[src/rtl/ip_tile_sequencer.sv]
// Upstream command sequencer for ip_tile: issues one operand/opcode command, waits for completion or timeout, returns the result.
// Optional feature macro IP_TILE_SEQ_PERF_EN adds last_latency (ISSUE-entry to RESP-entry cycle count, saturating).
module ip_tile_sequencer #(
    parameter int CSR_IN_WIDTH   = 16,
    parameter int CSR_OUT_WIDTH  = 16,
    parameter int REG_WIDTH      = 32,
    parameter int TIMEOUT_CYCLES = 1024
) (
    input  logic                     clk,
    input  logic                     rst,
    input  logic                     cmd_valid,
    output logic                     cmd_ready,
    input  logic [7:0]               cmd_op,
    input  logic [REG_WIDTH-1:0]     cmd_a,
    input  logic [REG_WIDTH-1:0]     cmd_b,
    output logic [CSR_IN_WIDTH-1:0]  csr_in,
    output logic                     csr_in_re,
    output logic [REG_WIDTH-1:0]     data_reg_a,
    output logic [REG_WIDTH-1:0]     data_reg_b,
    input  logic [CSR_OUT_WIDTH-1:0] csr_out,
    input  logic                     csr_out_we,
    input  logic [REG_WIDTH-1:0]     data_reg_c,
    output logic                     rsp_valid,
    input  logic                     rsp_ready,
    output logic [REG_WIDTH-1:0]     rsp_data,
    output logic [CSR_OUT_WIDTH-1:0] rsp_status,
    output logic                     rsp_err
`ifdef IP_TILE_SEQ_PERF_EN
    ,
    output logic [15:0]              last_latency
`endif
);

    localparam int CNT_W = (TIMEOUT_CYCLES > 2) ? $clog2(TIMEOUT_CYCLES) : 1;
    localparam logic [CNT_W-1:0] CNT_LAST = CNT_W'(TIMEOUT_CYCLES - 1);

    typedef enum logic [1:0] {
        IDLE,
        ISSUE,
        WAIT,
        RESP
    } state_t;

    state_t           state;
    state_t           state_next;
    logic [7:0]       tag;
    logic [CNT_W-1:0] wait_count;
    logic             accept;
    logic             completion;
    logic             timeout;

    // Strobes from the tile only mean something while a command is outstanding.
    assign completion = csr_out_we && ((state == ISSUE) || (state == WAIT));
    assign timeout    = (state == WAIT) && (wait_count == CNT_LAST);
    assign accept     = cmd_valid && cmd_ready;

    assign cmd_ready  = (state == IDLE) && !rst;
    assign csr_in_re  = (state == ISSUE);
    assign rsp_valid  = (state == RESP);

    always_ff @(posedge clk) begin
        if (rst) begin
            state <= IDLE;
        end else begin
            state <= state_next;
        end
    end

    always_comb begin
        state_next = state;
        case (state)
            IDLE: begin
                if (cmd_valid) begin
                    state_next = ISSUE;
                end
            end
            ISSUE: begin
                state_next = completion ? RESP : WAIT;
            end
            WAIT: begin
                if (completion || timeout) begin
                    state_next = RESP;
                end
            end
            RESP: begin
                if (rsp_ready) begin
                    state_next = IDLE;
                end
            end
            default: state_next = IDLE;
        endcase
    end

    always_ff @(posedge clk) begin
        if (rst) begin
            csr_in     <= '0;
            data_reg_a <= '0;
            data_reg_b <= '0;
            rsp_data   <= '0;
            rsp_status <= '0;
            rsp_err    <= 1'b0;
            tag        <= 8'd0;
            wait_count <= '0;
        end else begin
            if (accept) begin
                data_reg_a <= cmd_a;
                data_reg_b <= cmd_b;
                csr_in     <= CSR_IN_WIDTH'({cmd_op, tag});
            end

            if (state == ISSUE) begin
                wait_count <= '0;
            end else if (state == WAIT) begin
                wait_count <= wait_count + CNT_W'(1);
            end

            // Completion beats a coincident timeout on the last WAIT cycle.
            if (completion) begin
                rsp_data   <= data_reg_c;
                rsp_status <= csr_out;
                rsp_err    <= 1'b0;
            end else if (timeout) begin
                rsp_data   <= '0;
                rsp_status <= '0;
                rsp_err    <= 1'b1;
            end

            if ((state == RESP) && rsp_ready) begin
                tag <= tag + 8'd1;
            end
        end
    end

`ifdef IP_TILE_SEQ_PERF_EN
    logic [15:0] perf_count;

    // perf_count is 1 during ISSUE, so a completion in ISSUE reports a latency of 1.
    always_ff @(posedge clk) begin
        if (rst) begin
            perf_count   <= 16'd0;
            last_latency <= 16'd0;
        end else begin
            if (accept) begin
                perf_count <= 16'd1;
            end else if (((state == ISSUE) || (state == WAIT)) && (perf_count != 16'hFFFF)) begin
                perf_count <= perf_count + 16'd1;
            end
            if (completion || timeout) begin
                last_latency <= perf_count;
            end
        end
    end
`else
    // Default build carries no latency instrumentation.
`endif

endmodule

[config.mk]
export PLATFORM = sky130hd
export DESIGN_NAME = ip_tile_sequencer
export DESIGN_NICKNAME = d
export VERILOG_FILES = /design/src/rtl/ip_tile_sequencer.sv
export SDC_FILE = /design/constraint.sdc
export NUM_CORES = 1
export LEC_CHECK = 0
export BUFFER_PORTS_ARGS = -buffer_cell sky130_fd_sc_hd__buf_2
export CAP_MARGIN = 20
export CORE_AREA = 4 4 120 122
export DETAILED_ROUTE_END_ITERATION = 16
export DIE_AREA = 0 0 124 126
export PLACE_DENSITY = 0.73
export SLEW_MARGIN = 20
export SYNTH_ARGS = -nofsm -noshare
export SYNTH_HDL_FRONTEND = slang
export SYNTH_SLANG_ARGS = --single-unit
[constraint.sdc]
create_clock -name clk -period 2.45 [get_ports clk]
set_clock_uncertainty 0.15 [all_clocks]
set_input_delay 0.6125 -clock clk [delete_from_list [all_inputs] [get_ports clk]]
set_output_delay 0.6125 -clock clk [all_outputs]
set_load 0.01 [all_outputs]
==> key figures <==
Synthesis
  – Cell taking the most area after synthesis: dfxtp_1
  – Synthesized area: 5620 sq um
  – Yosys cell types: 35
  – Register area share after synthesis: between 50% and 60%
  – Post-synth top area share: 53.1%
  – Syn. warnings: 0
  – #FFs+latches synth: 149
  – Synth Instances: approximately 620
  – Synth area leaders: dfxtp_1 53%, nand2b_1 9.1%, o21ai_0 7.1%
  – Post-synthesis area per instance: 9.11 sq um
  – Post-synth EDFFs: 0
  – Synth Flop Type: dfxtp_1
  – Syn_nets: 749
  – FFs w/ async S/R, synth: 0%

Worst setup path
  – Crit end category: output pin
  – Worst r2r src: state[0]$_SDFFE_PP0P_
  – Worst Reg-to-Reg Cells: 6
  – Buf/Inv on CP: 2
  – Crit Path Max Fanout: 6
  – Worst-path cell chain: inv_1 > ha_1 > nor2b_1 > buf_2
  – Data required, critical path: 1.69 ns
  – CP peak stage delay: 0.33 ns
  – WS Path Type: flip-flop to output pin
  – FF-to-FF setup slack: 0.47 ns
  – WP data arrival: 1.50 ns
  – Slowest CP cell: dfxtp_1
  – Reg2reg end: rsp_data[15]$_SDFFE_PP0P_
  – Startpoint Class: flip-flop
  – Crit path max-delay family: flip-flops

CTS
  – Root buffer cell: clkbuf_16
  – Hold-fix buffers, CTS: 0
  – Clock latency on the worst-skew pair: 0.41 ns
  – Max clock buf depth: 2
  – Sink Count: 149
  – CTS H-Tree Depth: 4
  – Postcts setup bufs: 0
  – Clock transition at the registers of the reported paths: 0.06 ns
  – Total CTS buffers: 17
  – CTS resizes: 0
  – TritonCTS clock tree: built

Final layout
  – Layout cells sized above 1: between 30 and 40%
  – Post-layout net count: 986
  – Antenna cells: 0
  – Area growth from synthesis to layout: 34.9%
  – Final instance area: 7580 sq um
  – Fillers: 1180

STA
  – Final min period: 2.26 ns
  – Fmax: 0.443 GHz
  – Endpoints failing hold: 0
  – Fin. max-slew vios: 0
  – Endpoints failing setup: 0
  – Worst slew pin tran: 0.573 ns
  – Headroom to the max-slew limit: 61.8%
  – Tcrit/Tclk final: 92.2%
  – RSZ-0062 raised after global routing: no
  – TNS Setup: 0 ns

Placement
  – Detailed Place HPWL: slightly below 10000 um
  – PortBufs: 256
  – Post-DP Area: roughly 7000 sq um
  – RD Place Congestion: roughly 0.74

Flow run
  – Max_cap viols: 0

Floorplanning
  – Die X: 124 um
  – Die footprint: 15600 sq um
  – Core area: 13200 sq um
  – Die Ht: 126 um
  – # IOs: 257
  – Initial Util: 42.6%
  – Row cnt: 42

Drt
  – Routed wl met3: 1820 um
  – Met2 WL: 5960 um
  – Iteration-0 DRC Markers: 311
  – Vias per Instance: 4.66
  – Post-route ant nets: 0
  – Final wirelength: 14000 um
  – Met1 Wirelength: just under 6000 um
  – DR WL/cell: 13.5 um
  – DR vias: 4854
  – DRC: 0
  – TritonRoute pass-1 iters: 4
  – Top sig layer: met4

Min path
  – Hold Crit Endpoint: data_reg_a[17]$_SDFFE_PP0P_
  – Worst Hold Class: input pin to flip-flop
  – Hold Crit Depth: 3
  – Hold path start: cmd_a[17]

Global routing
  – Number of global-route vias before repair: between 4000 and 5000
  – Initial antenna violation count: 0
  – Pin count of the biggest net entering global routing: roughly 140
  – Overflow left after global routing: 0
  – Gr usage total: 17.5%
  – First-pass GRT wire length: 21800 um

Power and ir drop
  – Pleak: 0.00344 uW
  – Tot Pwr: 7370 uW
  – VDD IR max: 0.591 mV
  – Pwr dens: 972 nW/um^2

Status
  – Run status: complete, no violations
synth_stat cells (5+ instances only):
cell      count
dfxtp_1     149
nand2_1      85
nand2b_1     82
o21ai_0      80
nor2_1       58
a22oi_1      38
clkbuf_1     27
buf_2        16
xor2_1       12
a22oi_2      10
nor2_2        9
ha_1          7
nand4_1       5
power breakdown:
group	leakage, uW	internal [uW]	switching (uW)
Combinational	0.00195	798	1070
Sequential	0.00122	2820	203
Clock	0.000282	1530	951
Total	0.00344	5140	2220
registers in the layout (all words and copies together), names as in the netlist:
name / flops
data_reg_a: 32
data_reg_b: 32
rsp_data: 32
csr_in: 16
rsp_status: 16
wait_count: 10
tag: 8
state: 2
rsp_err: 1
worst max path at each step:
stage | start | to | slack, ns | cells past startpoint
after floorplan | state[1]$_SDFFE_PP0P_ | rsp_data[12]$_SDFFE_PP0P_ | 0.51 | 8
after global placement | state[1]$_SDFFE_PP0P_ | rsp_data[17]$_SDFFE_PP0P_ | 0.53 | 6
after detailed placement | state[1]$_SDFFE_PP0P_ | rsp_data[13]$_SDFFE_PP0P_ | 0.48 | 6
after CTS | state[0]$_SDFFE_PP0P_ | cmd_ready | 0.16 | 4
after global routing | state[0]$_SDFFE_PP0P_ | cmd_ready | 0.09 | 4
final | state[0]$_SDFFE_PP0P_ | cmd_ready | 0.19 | 4
cell families after synthesis:
family                     Yosys count  share of synthesized area [%]
xor gates and xnor gates            16                           2.49
muxes                                3                          0.535
AOI/OAI and AO/OA                  135                           15.8
buffers and inverters               52                           4.37
DFF                                149                           53.1
and+or+nand+nor                    255                           22.1
adders and majority gates            7                           1.56
layer usage:
| metal | global-route usage, % | vias to the layer above |
|---|---|---|
| met3 | 8.79 | 21 |
| met2 | 26.8 | 209 |
| li1 | - | 2526 |
| met4 | 6.89 | 0 |
| met5 | 0 | - |
| met1 | 20.7 | 2098 |
cell type report:
type	instances	area, sq um	share of cell area [%]
sequential	149	2980	39.4
multi-input combinational	416	2390	31.6
timing repair buffer	266	1400	18.4
clock buffer	24	502	6.62
tap	176	220	2.91
clock inverter	7	70.1	0.924
inverter	4	15.0	0.198
cells in the final DEF, fill, tap and decap left out, drive strengths merged, types with 7 or more instances in the layout:
cell | synthesis | final
a22oi | 48 | 48
buf | 21 | 266
clkbuf | 27 | 24
dfxtp | 149 | 149
ha | 7 | 7
nand2 | 85 | 85
nand2b | 82 | 82
nor2 | 67 | 67
o21ai | 80 | 80
xor2 | 12 | 12
per-stage QoR:
stage / util, % / setup WS [ns] / hold slack, ns / instances
2_1_floorplan: - / 0.506 / 0.295 / 617
5_1_grt: 57.5 / 0.0917 / 0.229 / 1042
6_report: 57.5 / 0.192 / 0.242 / 1042
3_3_place_gp: 53.1 / 0.533 / 0.304 / 1011
3_5_place_dp: 53.1 / 0.482 / 0.309 / 1011
4_1_cts: 57.5 / 0.165 / 0.218 / 1042
worst register-to-register path, delay by kind of cell (launching register included):
kind	cells	cell delay, ns
adder cells (fa/ha/maj)	1	0.31
flip-flops	1	0.36
AO/OA/AOI/OAI	1	0.21
buffers and inverters	2	0.60
AND/OR/NAND/NOR	2	0.28
Power figures use the tool's default switching activity.
